<file path="config.mk">
export PLATFORM = sky130hd
export DESIGN_NAME = reg_wb_scheduler
export DESIGN_NICKNAME = d
export VERILOG_FILES = /design/src/rtl/reg_wb_scheduler.sv
export SDC_FILE = /design/constraint.sdc
export NUM_CORES = 1
export LEC_CHECK = 0
export ABC_AREA = 1
export BUFFER_PORTS_ARGS = -buffer_cell sky130_fd_sc_hd__buf_2
export CORE_ASPECT_RATIO = 0.8
export CORE_MARGIN = 2
export CORE_UTILIZATION = 50
export CTS_BUF_LIST = sky130_fd_sc_hd__clkbuf_8
export DETAILED_ROUTE_END_ITERATION = 16
export PLACE_DENSITY = 0.78
export SLEW_MARGIN = 20
export SYNTH_ARGS = -nofsm -noshare
export SYNTH_HDL_FRONTEND = slang
export SYNTH_SLANG_ARGS = --single-unit
export TNS_END_PERCENT = 100
</file>
<file path="constraint.sdc">
create_clock -name CLK -period 2.66 [get_ports CLK]
set_input_delay 0.133 -clock CLK [delete_from_list [all_inputs] [get_ports CLK]]
set_output_delay 0.133 -clock CLK [all_outputs]
set_load 0.01 [all_outputs]
</file>
<file path="src/rtl/reg_wb_scheduler.sv">
// Arbitrates the reg_file write port between pipeline (R0) and long-latency (R1) writeback and tracks busy registers.
// Grant is combinational; WB_* is registered one cycle later. The losing requester holds until its READY. Issue stalls at MAX_OUTSTANDING.
module reg_wb_scheduler #(
  parameter int NREG            = 32,
  parameter int AW              = 5,
  parameter int DW              = 32,
  parameter int MAX_OUTSTANDING = 4
) (
  input  logic          CLK,
  input  logic          RESET,
  input  logic          R0_VALID,
  input  logic [AW-1:0] R0_ADDR,
  input  logic [DW-1:0] R0_DATA,
  output logic          R0_READY,
  input  logic          R1_VALID,
  input  logic [AW-1:0] R1_ADDR,
  input  logic [DW-1:0] R1_DATA,
  output logic          R1_READY,
  input  logic          ISSUE_EN,
  input  logic [AW-1:0] ISSUE_ADDR,
  output logic          ISSUE_READY,
  input  logic [AW-1:0] RS1_ADDR,
  input  logic [AW-1:0] RS2_ADDR,
  input  logic [AW-1:0] RD_ADDR,
  output logic          HAZARD,
  output logic [DW-1:0] WB_DATA,
  output logic [AW-1:0] WB_ADDR,
  output logic          WB_EN
);

  localparam int CW = $clog2(MAX_OUTSTANDING + 1);
  localparam logic [CW-1:0] MAX_CNT = CW'(MAX_OUTSTANDING);

  logic [NREG-1:0] busy_q, busy_d;
  logic [CW-1:0]   cnt_q, cnt_d;
  logic            rr_q, rr_d;
  logic            r0_gnt, r1_gnt, issue_acc;
  logic [AW-1:0]   gnt_addr;
  logic [DW-1:0]   gnt_data;

  // rr_q == 0 prefers R0; a contested grant hands priority to the loser
  always_comb begin
    r0_gnt = 1'b0;
    r1_gnt = 1'b0;
    rr_d   = rr_q;
    if (!RESET) begin
      if (R0_VALID && R1_VALID) begin
        r0_gnt = !rr_q;
        r1_gnt = rr_q;
        rr_d   = !rr_q;
      end else begin
        r0_gnt = R0_VALID;
        r1_gnt = R1_VALID;
      end
    end
  end

  assign R0_READY    = r0_gnt;
  assign R1_READY    = r1_gnt;
  assign ISSUE_READY = (cnt_q != MAX_CNT);
  assign issue_acc   = ISSUE_EN && ISSUE_READY;

  assign gnt_addr = r0_gnt ? R0_ADDR : R1_ADDR;
  assign gnt_data = r0_gnt ? R0_DATA : R1_DATA;

  // Set is applied after clear so a same-edge reissue keeps the register busy
  always_comb begin
    busy_d = busy_q;
    if (r1_gnt)
      busy_d[R1_ADDR] = 1'b0;
    if (issue_acc && (ISSUE_ADDR != '0))
      busy_d[ISSUE_ADDR] = 1'b1;
    busy_d[0] = 1'b0;
  end

  always_comb begin
    cnt_d = cnt_q;
    if (issue_acc && !r1_gnt)
      cnt_d = cnt_q + CW'(1);
    else if (r1_gnt && !issue_acc && (cnt_q != '0))
      cnt_d = cnt_q - CW'(1);
  end

  assign HAZARD = ((RS1_ADDR != '0) && busy_q[RS1_ADDR]) ||
                  ((RS2_ADDR != '0) && busy_q[RS2_ADDR]) ||
                  ((RD_ADDR  != '0) && busy_q[RD_ADDR]);

  always_ff @(posedge CLK) begin
    if (RESET) begin
      busy_q  <= '0;
      cnt_q   <= '0;
      rr_q    <= 1'b0;
      WB_EN   <= 1'b0;
      WB_ADDR <= '0;
      WB_DATA <= '0;
    end else begin
      busy_q <= busy_d;
      cnt_q  <= cnt_d;
      rr_q   <= rr_d;
      WB_EN  <= (r0_gnt || r1_gnt) && (gnt_addr != '0);
      if (r0_gnt || r1_gnt) begin
        WB_ADDR <= gnt_addr;
        WB_DATA <= gnt_data;
      end
    end
  end

endmodule
</file>
-- Word-level counts from Yosys, hierarchy flattened
Cells that the tools add are included.
- flip-flop bits (word level): 74
- output and inout port bits: 42
- word-level logic and storage cells: 65
- $add $sub $neg: 2
- order comparisons: 7
- eq/ne operators: 1
- mux-type cells: 20
- bitwise gates (word level): 3
- reductions and logical operators: 25
- operator list (operator ; count):
    two-way mux 32 bit ; 3
    bitwise AND 32 bit ; 1
    inverter 32 bit ; 1
    OR 32 bit ; 1
    < comparator 5 x 6 -> 1 bit, second input constant ; 5
    nonzero test 5 bit ; 5
    binary-select mux 1 bit (select 5 bit) ; 3
    logical AND 1 bit ; 12
    demux 1 bit (select 5 bit) ; 2
    >= comparator 5 x 1 -> 1 bit, second input constant ; 2
    two-way mux 1 bit ; 9
    two-way mux 3 bit ; 2
    two-way mux 5 bit ; 1
    adder 3 x 1 -> 3 bit, second input constant ; 1
    zero test 1 bit ; 3
    logical OR 1 bit ; 3
    != test 3 bit, second input constant ; 1
    nonzero test 3 bit ; 1
    subtractor 3 x 1 -> 3 bit, second input constant ; 1
    nonzero test 2 bit ; 1

-- Depth between registers and ports, before layout
Gate-level depths: netlist (run 1).
- word-level depth: 9
- mapped depth: 14

-- Least setup slack after synthesis (run 1)
No wires, ideal clock.
- path type: reg2reg
- start point: register cnt_q[0]
- end point: register cnt_q[2]
- library setup time: 115 ps
- data arrival time: 1519 ps
- data required time: 2545 ps
- path slack: 1026 ps
- stages on the path, launching flop included: 11
- period minus slack after synthesis: 1634 ps
- path through: dfxtp_1 nor2_1 nand2_1 nand2_1 inv_1 nand2_1 fa_1 inv_1 nand2_1 a21oi_1 nor2_1
- word-level cells in the longest chain between the ends: 6
- elaborated cells between the ends (all ways): 12
- those cells by class: 2 x add/sub; 1 x eq/ne; 2 x mux; 7 x reduce/logical
- RTL lines (element ; RTL line ; source):
    start: declaration ; 35 ; logic [CW-1:0] cnt_q, cnt_d;
    start signal: assignment ; 98 ; cnt_q <= cnt_d;
    != test 3 bit (*) ; 60 ; assign ISSUE_READY = (cnt_q != MAX_CNT);
    net ISSUE_READY ; 21 ; output logic ISSUE_READY,
    logical AND 1 bit (*) ; 61 ; assign issue_acc = ISSUE_EN && ISSUE_READY;
    zero test 1 bit ; 80 ; else if (r1_gnt && !issue_acc && (cnt_q != '0))
    logical AND 1 bit (2 in a row) ; 80 ;
    nonzero test 2 bit (no source line) ; n/a ;
The timed path passes the listed nets; every way through them passes the cells marked *. The select of a mux whose other input is x is not followed.
A chain may end at the register's enable or synchronous reset.

-- Final worst setup path (run 1)
- start point: register rr_q
- end point: register WB_DATA[31]
- word-level cells in the longest chain between the ends: 4
- elaborated cells between the ends (all ways): 7
- those cells by class: 5 x mux; 2 x reduce/logical
- RTL lines (element ; RTL line ; source):
    start: declaration ; 36 ; logic rr_q, rr_d;
    start signal: assignment ; 99 ; rr_q <= rr_d;
    zero test 1 bit ; 48 ; r0_gnt = !rr_q;
    two-way mux 1 bit ; 47 ; if (R0_VALID && R1_VALID) begin
    two-way mux 1 bit ; 46 ; if (!RESET) begin
    two-way mux 32 bit / logical OR 1 bit (equally long branches) ; 64, 101 ;
    end signal: assignment ; 103 ; WB_DATA <= gnt_data;
    end: declaration ; 26 ; output logic [DW-1:0] WB_DATA,
Parallel ways exist; a longest one is shown, timed or not.

==> results of run 1 <==
## final timing paths
| path | start | end | slack (ns) | cells after the start |
|---|---|---|---|---|
| min | R0_DATA[15] | WB_DATA[15] | 0.06 | 5 |
| min reg2reg | busy_q[29] | busy_q[29] | 0.49 | 2 |
| max reg2reg | rr_q | WB_DATA[31] | 0.54 | 8 |
| max | rr_q | WB_DATA[31] | 0.54 | 8 |
## state kept, by name (all words and copies together), names as in the netlist
| signal | count |
|---|---|
| WB_EN | 1 |
| cnt_q | 3 |
| WB_ADDR | 5 |
| busy_q | 31 |
| rr_q | 1 |
| WB_DATA | 32 |
## worst min-delay path, stage by stage
cell	delay (ns)
buf_2	0.08
nand2_1	0.04
nand2_1	0.05
o21ai_1	0.05
inv_1	0.04
## cells by family (layout without fill, tap and decap cells)
| logic type | count (synthesis) | after routing | share of synthesized area |
|---|---|---|---|
| AND/OR/NAND/NOR | 390 | 390 | 0.337 |
| buffers and inverters | 171 | 298 | 0.159 |
| AO/OA/AOI/OAI | 157 | 157 | 0.192 |
| flip-flops | 73 | 73 | 0.308 |
| adder cells (fa/ha/maj) | 1 | 1 | 0.00422 |
## cell type report
type | instances | area [um2] | area share
inverter | 138 | 523 | 0.0935
multi-input combinational | 548 | 2530 | 0.452
clock inverter | 3 | 13.8 | 0.00246
clock buffer | 13 | 179 | 0.0320
tap | 115 | 144 | 0.0257
timing repair buffer | 144 | 743 | 0.133
sequential | 73 | 1460 | 0.261
## per-stage QoR
stage | total power, mW | cells | area [um2] | util
final | 2.71 | 1034 | 5590 | 0.611
after global routing | 2.86 | 1034 | 5590 | 0.611
after CTS | 2.72 | 1034 | 5590 | 0.611
after detailed placement | 1.90 | 1018 | 5400 | 0.590
after global placement | 1.89 | 1018 | 5400 | 0.590
after floorplan | 1.69 | 792 | 4740 | -
## synthesized netlist by cell type
cell      count  area (um2)
buf_4         2        15.0
nor3_1        8        40.0
a21oi_2      30         263
nand3_4       1        17.5
o21ai_1      42         210
buf_2        18        90.1
buf_6         1        11.3
nor3_2        1        10.0
o211ai_1      3        22.5
buf_12        4        80.1
nor2_8        1        20.0
a21boi_0      1        7.51
nand4_1       1        6.26
inv_1       131         492
nand3_1      61         305
dfxtp_1      73        1460
o21ai_0      36         180
inv_2         5        18.8
clkbuf_2      2        10.0
nand2_1     290        1090
nor2_1       25        93.8
a31oi_1       3        18.8
a21oi_1      42         210
fa_1          1        20.0
clkbuf_1      6        22.5
inv_4         2        12.5
nor2_2        1        6.26
nand3_2       1        10.0
## report_power, final
group / switching, mW / internal, mW / total [mW]
combinational: 0.422 / 0.252 / 0.674
sequential: 0.0414 / 1.16 / 1.21
clock: 0.400 / 0.435 / 0.835
total: 0.863 / 1.85 / 2.71
## cell usage in the layout, fill, tap and decap left out
master    instances
a21boi_0          1
a21oi_1          42
a21oi_2          30
a31oi_1           3
buf_12            1
buf_2           140
buf_4             3
clkbuf_8         13
clkinv_2          2
dfxtp_1          73
fa_1              1
inv_1           132
inv_2             5
inv_4             2
nand2_1         290
nand3_1          61
nand3_2           1
nand3_4           1
nand4_1           1
nor2_1           25
nor2_2            1
nor2_8            1
nor3_1            8
nor3_2            1
o211ai_1          3
o21ai_0          36
o21ai_1          42
## per-layer routing
metal,vias to the layer above,track usage
met2,225,0.426
met4,0,0.0762
li1,2703,-
met1,2278,0.364
met5,-,0
met3,23,0.0674
==> results.sh, run 1 <==
export IMPL_numCtsBuffers=9
export IMPL_worst_ir_drop_vdd_mv=0.282
export IMPL_crit_path_end_kind="register"
export IMPL_syn_to_final_growth_pct=17.9
export IMPL_via_per_inst=5.06
export IMPL_cts_tree="done"
export IMPL_cp_num_buf_inv=3
export IMPL_violations="design-rule violations"
export IMPL_syn_inst=792
export IMPL_clock_latency_ns=0.35
export IMPL_status="complete, but fails checks"
export IMPL_drive_above_1_share=0.219
export IMPL_io_buffers=140
export IMPL_antenna_found_initial=0
export IMPL_crit_path_start_kind="register"
export IMPL_cts_resized_gates=0
export IMPL_dp_slack_ns=0.522
export IMPL_min_period_ns=2.12
export IMPL_num_antenna_cells=0
export IMPL_cts_clk_slew_worst_paths_ns=0.07
export IMPL_track_usage=0.269
export IMPL_place_hpwl_um=9970
export IMPL_yosysUniqueCellTypes=28
export IMPL_leakage_nw=3.07
export IMPL_worstMarginPinSlew_ns=0.858
export IMPL_grt_max_degree=69
export IMPL_nets=1014
export IMPL_period_share=0.796
export IMPL_grt_ovfl_total=0
export IMPL_clockBufferDepth=2
export IMPL_cp_slowest_stage_delay_ns=0.44
export IMPL_routed_top_layer="met4"
export IMPL_finalSetupViolations=0
export IMPL_crit_required_ns=2.91
export IMPL_synth_seq_area_share=0.308
export IMPL_gp_congestion=0.963
export IMPL_num_vias=5229
export IMPL_cts_hold_buf=0
export IMPL_drv_cap=0
export IMPL_cts_root_buf="clkbuf_8"
export IMPL_coreArea_um2=9150
export IMPL_powerDensity_nw_per_um2=485
export IMPL_syn_cell_area_um2=4740
export IMPL_die_height_um=91.1
export IMPL_crit_chain="nand2_1 > nand3_4 > inv_4 > nor2_8 > buf_4 > a21oi_1 > o21ai_1 > inv_1"
export IMPL_fin_ws_ns=0.543
export IMPL_tns_ns=0
export IMPL_wl_met2_um=5740
export IMPL_dieArea_um2=10300
export IMPL_io_pins=141
export IMPL_fp_row_count=31
export IMPL_finClkSkew_ns=0.00565
export IMPL_htreeDepth=3
export IMPL_synth_seq_cells=73
export IMPL_drc=2
export IMPL_hold_viol_final=0
export IMPL_wl_per_cell_um=12.9
export IMPL_fp_dieW_um=113
export IMPL_rsz0062_at_grt="no"
export IMPL_crit_slowest_cell="nor2_8"
export IMPL_syn_nets=892
export IMPL_cts_sinks=73
export IMPL_grt_pass1_vias=4912
export IMPL_crit_type="register to register"
export IMPL_wl_met3_um=1250
export IMPL_max_freq_ghz=0.472
export IMPL_grt_pass1_wl_um=22700
export IMPL_drt_iter0_markers=443
export IMPL_holdWs_ns=0.0576
export IMPL_slew_headroom=0.428
export IMPL_n_fill_cell=913
export IMPL_routed_wirelength_um=13400
export IMPL_wl_met1_um=6160
export IMPL_critPathMaxFanout=42
export IMPL_crit_family="simple AND/OR/NAND/NOR gates"
export IMPL_slew_viol_final=0
export IMPL_drtAntennaViolNets=0
export IMPL_post_cts_buffers=0
export IMPL_drtPass1Iterations=11
export IMPL_initial_utilization=0.518
export IMPL_cp_data_arrival_time_ns=2.37
export IMPL_synth_area_per_cell_um2=5.99
export IMPL_hold_path_class="input port to register"
export IMPL_synth_warnings=0
(Power assumes the default switching activity.)
==> run 2: changes to the inputs <==
Settings changed: ABC_AREA 1 to 0, PLACE_DENSITY 0.78 to 0.79.
Clock period 2.66 ns to 2 ns, I/O delays scaled along.
==> run 2 against run 1 <==
Compared with the run above:
- the flow now finishes without violations
- first-iteration DRC count is 14% lower
- worst hold slack improved by 0.030 ns
- sequential power grew 31%
- global-route usage is 0.68 points lower
- synthesized area shrank 11%
- worst setup slack got worse by 0.53 ns
- sequential cell count unchanged
- power is 28% higher
- final cell count shrank 32%
- clock skew about the same
- largest power group unchanged
==> results.sh, run 2 <==
export IMPL_status="completed"
export IMPL_synthArstFlopShare=0
export IMPL_fin_area_um2=5190
export IMPL_rr_endpoint="cnt_q[2]"
export IMPL_io_pins=141
export IMPL_hold_viol_final=0
export IMPL_worst_ir_drop_vdd_mv=0.391
export IMPL_synth_area_per_cell_um2=9.06
export IMPL_synth_warnings=0
export IMPL_numCtsBuffers=9
export IMPL_yosysUniqueCellTypes=63
export IMPL_via_per_inst=5.90
export IMPL_cts_sinks=73
export IMPL_nets=692
export IMPL_synthMuxAreaShare=0.203
export IMPL_syn_inst=464
export IMPL_routed_wirelength_um=11900
export IMPL_slew_viol_final=0
export IMPL_crit_slowest_cell="mux4_2"
export IMPL_period_share=0.995
export IMPL_fp_dieW_um=107
export IMPL_crit_required_ns=1.90
export IMPL_seqCellArea_um2=1470
export IMPL_hold_end="WB_DATA[21]"
export IMPL_hp_start="R1_DATA[21]"
export IMPL_syn_cell_area_um2=4200
export IMPL_grt_ovfl_total=0
export IMPL_min_period_ns=1.99
export IMPL_track_usage=0.262
export IMPL_hold_path_class="input port to register"
export IMPL_gp_congestion=0.982
export IMPL_synth_seq_area_share=0.348
export IMPL_yosysMostFrequentCell="dfxtp_1"
export IMPL_synth_compound_area_frac=0.208
export IMPL_leakage_nw=2.13
export IMPL_drtPass1Iterations=5
export IMPL_initial_utilization=0.522
export IMPL_path_depth=6
export IMPL_io_buffers=140
export IMPL_finalSetupViolations=0
export IMPL_synth_edff_count=0
export IMPL_cts_tree="done"
export IMPL_synthAdderAreaFrac=0.00476
export IMPL_antenna_found_initial=0
export IMPL_synth_xor_area_share=0.00417
export IMPL_worstMarginPinSlew_ns=0.677
export IMPL_multi_input_area_um2=2550
export IMPL_crit_type="register to primary output"
export IMPL_finClkSkew_ns=0.00605
export IMPL_cp_slowest_stage_delay_ns=0.46
export IMPL_place_hpwl_um=8900
export IMPL_registers_top_by_ff_count="WB_DATA"
export IMPL_synth_common_cells="dfxtp_1 (73), mux2i_1 (49), nor2_1 (46)"
export IMPL_cp_num_buf_inv=1
export IMPL_n_fill_cell=719
export IMPL_crit_path_start_kind="register"
export IMPL_dieArea_um2=9160
export IMPL_cts_hold_buf=0
export IMPL_dpl_cell_area_um2=4940
export IMPL_synth_area_leaders="dfxtp_1 (35%), mux2i_1 (12%), a211oi_1 (7.1%)"
export IMPL_yosys_area_share_simple=0.175
export IMPL_drc=0
export IMPL_crit_family="simple AND/OR/NAND/NOR gates"
export IMPL_num_antenna_cells=0
export IMPL_wl_per_cell_um=16.8
export IMPL_hold_path_depth=3
export IMPL_powerDensity_nw_per_um2=667
export IMPL_largest_reg_flops=32
export IMPL_drive_above_1_share=0.353
export IMPL_grt_max_degree=76
export IMPL_top_regs="WB_DATA (32), busy_q (31), WB_ADDR (5)"
export IMPL_yosys_area_top_type_share=0.348
export IMPL_coreArea_um2=8060
export IMPL_cts_root_buf="clkbuf_8"
export IMPL_tns_ns=0
export IMPL_htreeDepth=3
export IMPL_syn_to_final_growth_pct=23.5
export IMPL_drtAntennaViolNets=0
export IMPL_grt_pass1_wl_um=19200
export IMPL_max_freq_ghz=0.502
export IMPL_cts_clk_slew_worst_paths_ns=0.08
export IMPL_reg2regPathDepth=7
export IMPL_most_common_layout_cells="buf_2 (140), dfxtp_1 (65), mux2i_1 (49)"
export IMPL_synth_top_family_by_area="compound AO/OA/AOI/OAI gates"
export IMPL_crit_path_end_kind="primary output"
export IMPL_place_inst=688
export IMPL_fp_row_count=29
export IMPL_crit_chain="mux4_2 > nor2b_1 > nor3_1 > nor4_1 > nand4_1 > buf_2"
export IMPL_clockBufferDepth=2
export IMPL_cp_data_arrival_time_ns=1.89
export IMPL_yosys_area_top_type="dfxtp_1"
export IMPL_grt_pass1_vias=4004
export IMPL_drt_iter0_markers=382
export IMPL_syn_nets=564
export IMPL_synth_seq_cells=73
export IMPL_synthFlopType="dfxtp_1"
export IMPL_clock_latency_ns=0.35
export IMPL_num_vias=4156
export IMPL_rsz0062_at_grt="yes"
export IMPL_r2r_start="rr_q"
export IMPL_rrSetupSlack_ns=0.05
export IMPL_drv_cap=0
export IMPL_slew_headroom=0.549
export IMPL_final_cells=705
export IMPL_final_common_cell="buf_2"
export IMPL_critPathMaxFanout=4
export IMPL_die_height_um=86
[run 2: changes by cell type in the layout (fill, tap and decap cells not counted), sizes merged, moves of 13 or more]
| cell | previous run | this run |
|---|---|---|
| a21oi | 72 | 34 |
| nor2 | 27 | 46 |
| mux2i | 0 | 49 |
| nand3 | 63 | 9 |
| a211oi | 0 | 41 |
| o21ai | 78 | 32 |
| mux4 | 0 | 13 |
| nand2 | 290 | 40 |
| inv | 139 | 10 |
[run 2: how the worst max path moves through the flow]
| stage | startpoint | end | slack [ns] |
|---|---|---|---|
| 6_report | busy_q[31] | HAZARD | 0.009 |
| 4_1_cts | busy_q[31] | HAZARD | 0.009 |
| 3_5_place_dp | rr_q | cnt_q[2] | 0.05 |
| 5_1_grt | busy_q[19] | HAZARD | -0.10 |
| 3_3_place_gp | cnt_q[2] | cnt_q[1] | 0.11 |
| 2_1_floorplan | rr_q | cnt_q[2] | 0.07 |
[run 2: layer usage]
layer	vias up	GRT usage	wire length (um)	share of wire
li1	1986	-	-	-
met1	1955	0.341	4960	0.42
met2	184	0.435	5710	0.48
met3	31	0.0593	923	0.078
met4	0	0.0862	270	0.023
met5	-	0	0	0
[run 2: metrics by stage]
step | hold WS [ns] | setup slack (ns) | total power [mW] | util
finish | 0.0880 | 0.00936 | 3.46 | 0.644
global route | 0.0878 | -0.102 | 3.63 | 0.644
CTS | 0.0719 | 0.00920 | 3.46 | 0.640
detailed placement | 0.446 | 0.0499 | 2.33 | 0.614
global placement | 0.435 | 0.111 | 2.31 | 0.614
floorplan | 0.299 | 0.0665 | 2.06 | -
[run 2: kinds of logic after synthesis]
group | after synthesis
DFF | 73
AOI/OAI and AO/OA | 133
buffers and inverters | 44
adders and majority gates | 1
muxes | 67
and+or+nand+nor | 144
xor gates and xnor gates | 2
[run 2: layout make-up]
type                            instances  share of cell area
Clock inverter                          7              0.0140
Timing Repair Buffer                  152               0.155
Inverter                                9             0.00651
Multi-Input combinational cell        347               0.491
Tap cell                              108              0.0260
Sequential cell                        73               0.284
Clock buffer                            9              0.0239
[run 2: worst reg2reg max path: cells and delay by family, from the launching register on]
kind	cells	cell delay [ns]
adder cells (fa/ha/maj)	1	0.41
flip-flops	1	0.35
AO/OA/AOI/OAI	2	0.37
AND/OR/NAND/NOR	4	0.75
[run 2: what timing repair did]
action	in CTS	in global routing
pin swaps	1	3
setup endpoints to repair	1	3
gates resized for setup	6	11
buffers inserted	0	1
[run 2: power by group]
part,switching (mW),internal [mW],total [mW]
logic,0.412,0.333,0.745
clock network,0.559,0.575,1.13
registers,0.0484,1.54,1.58
total,1.02,2.44,3.46
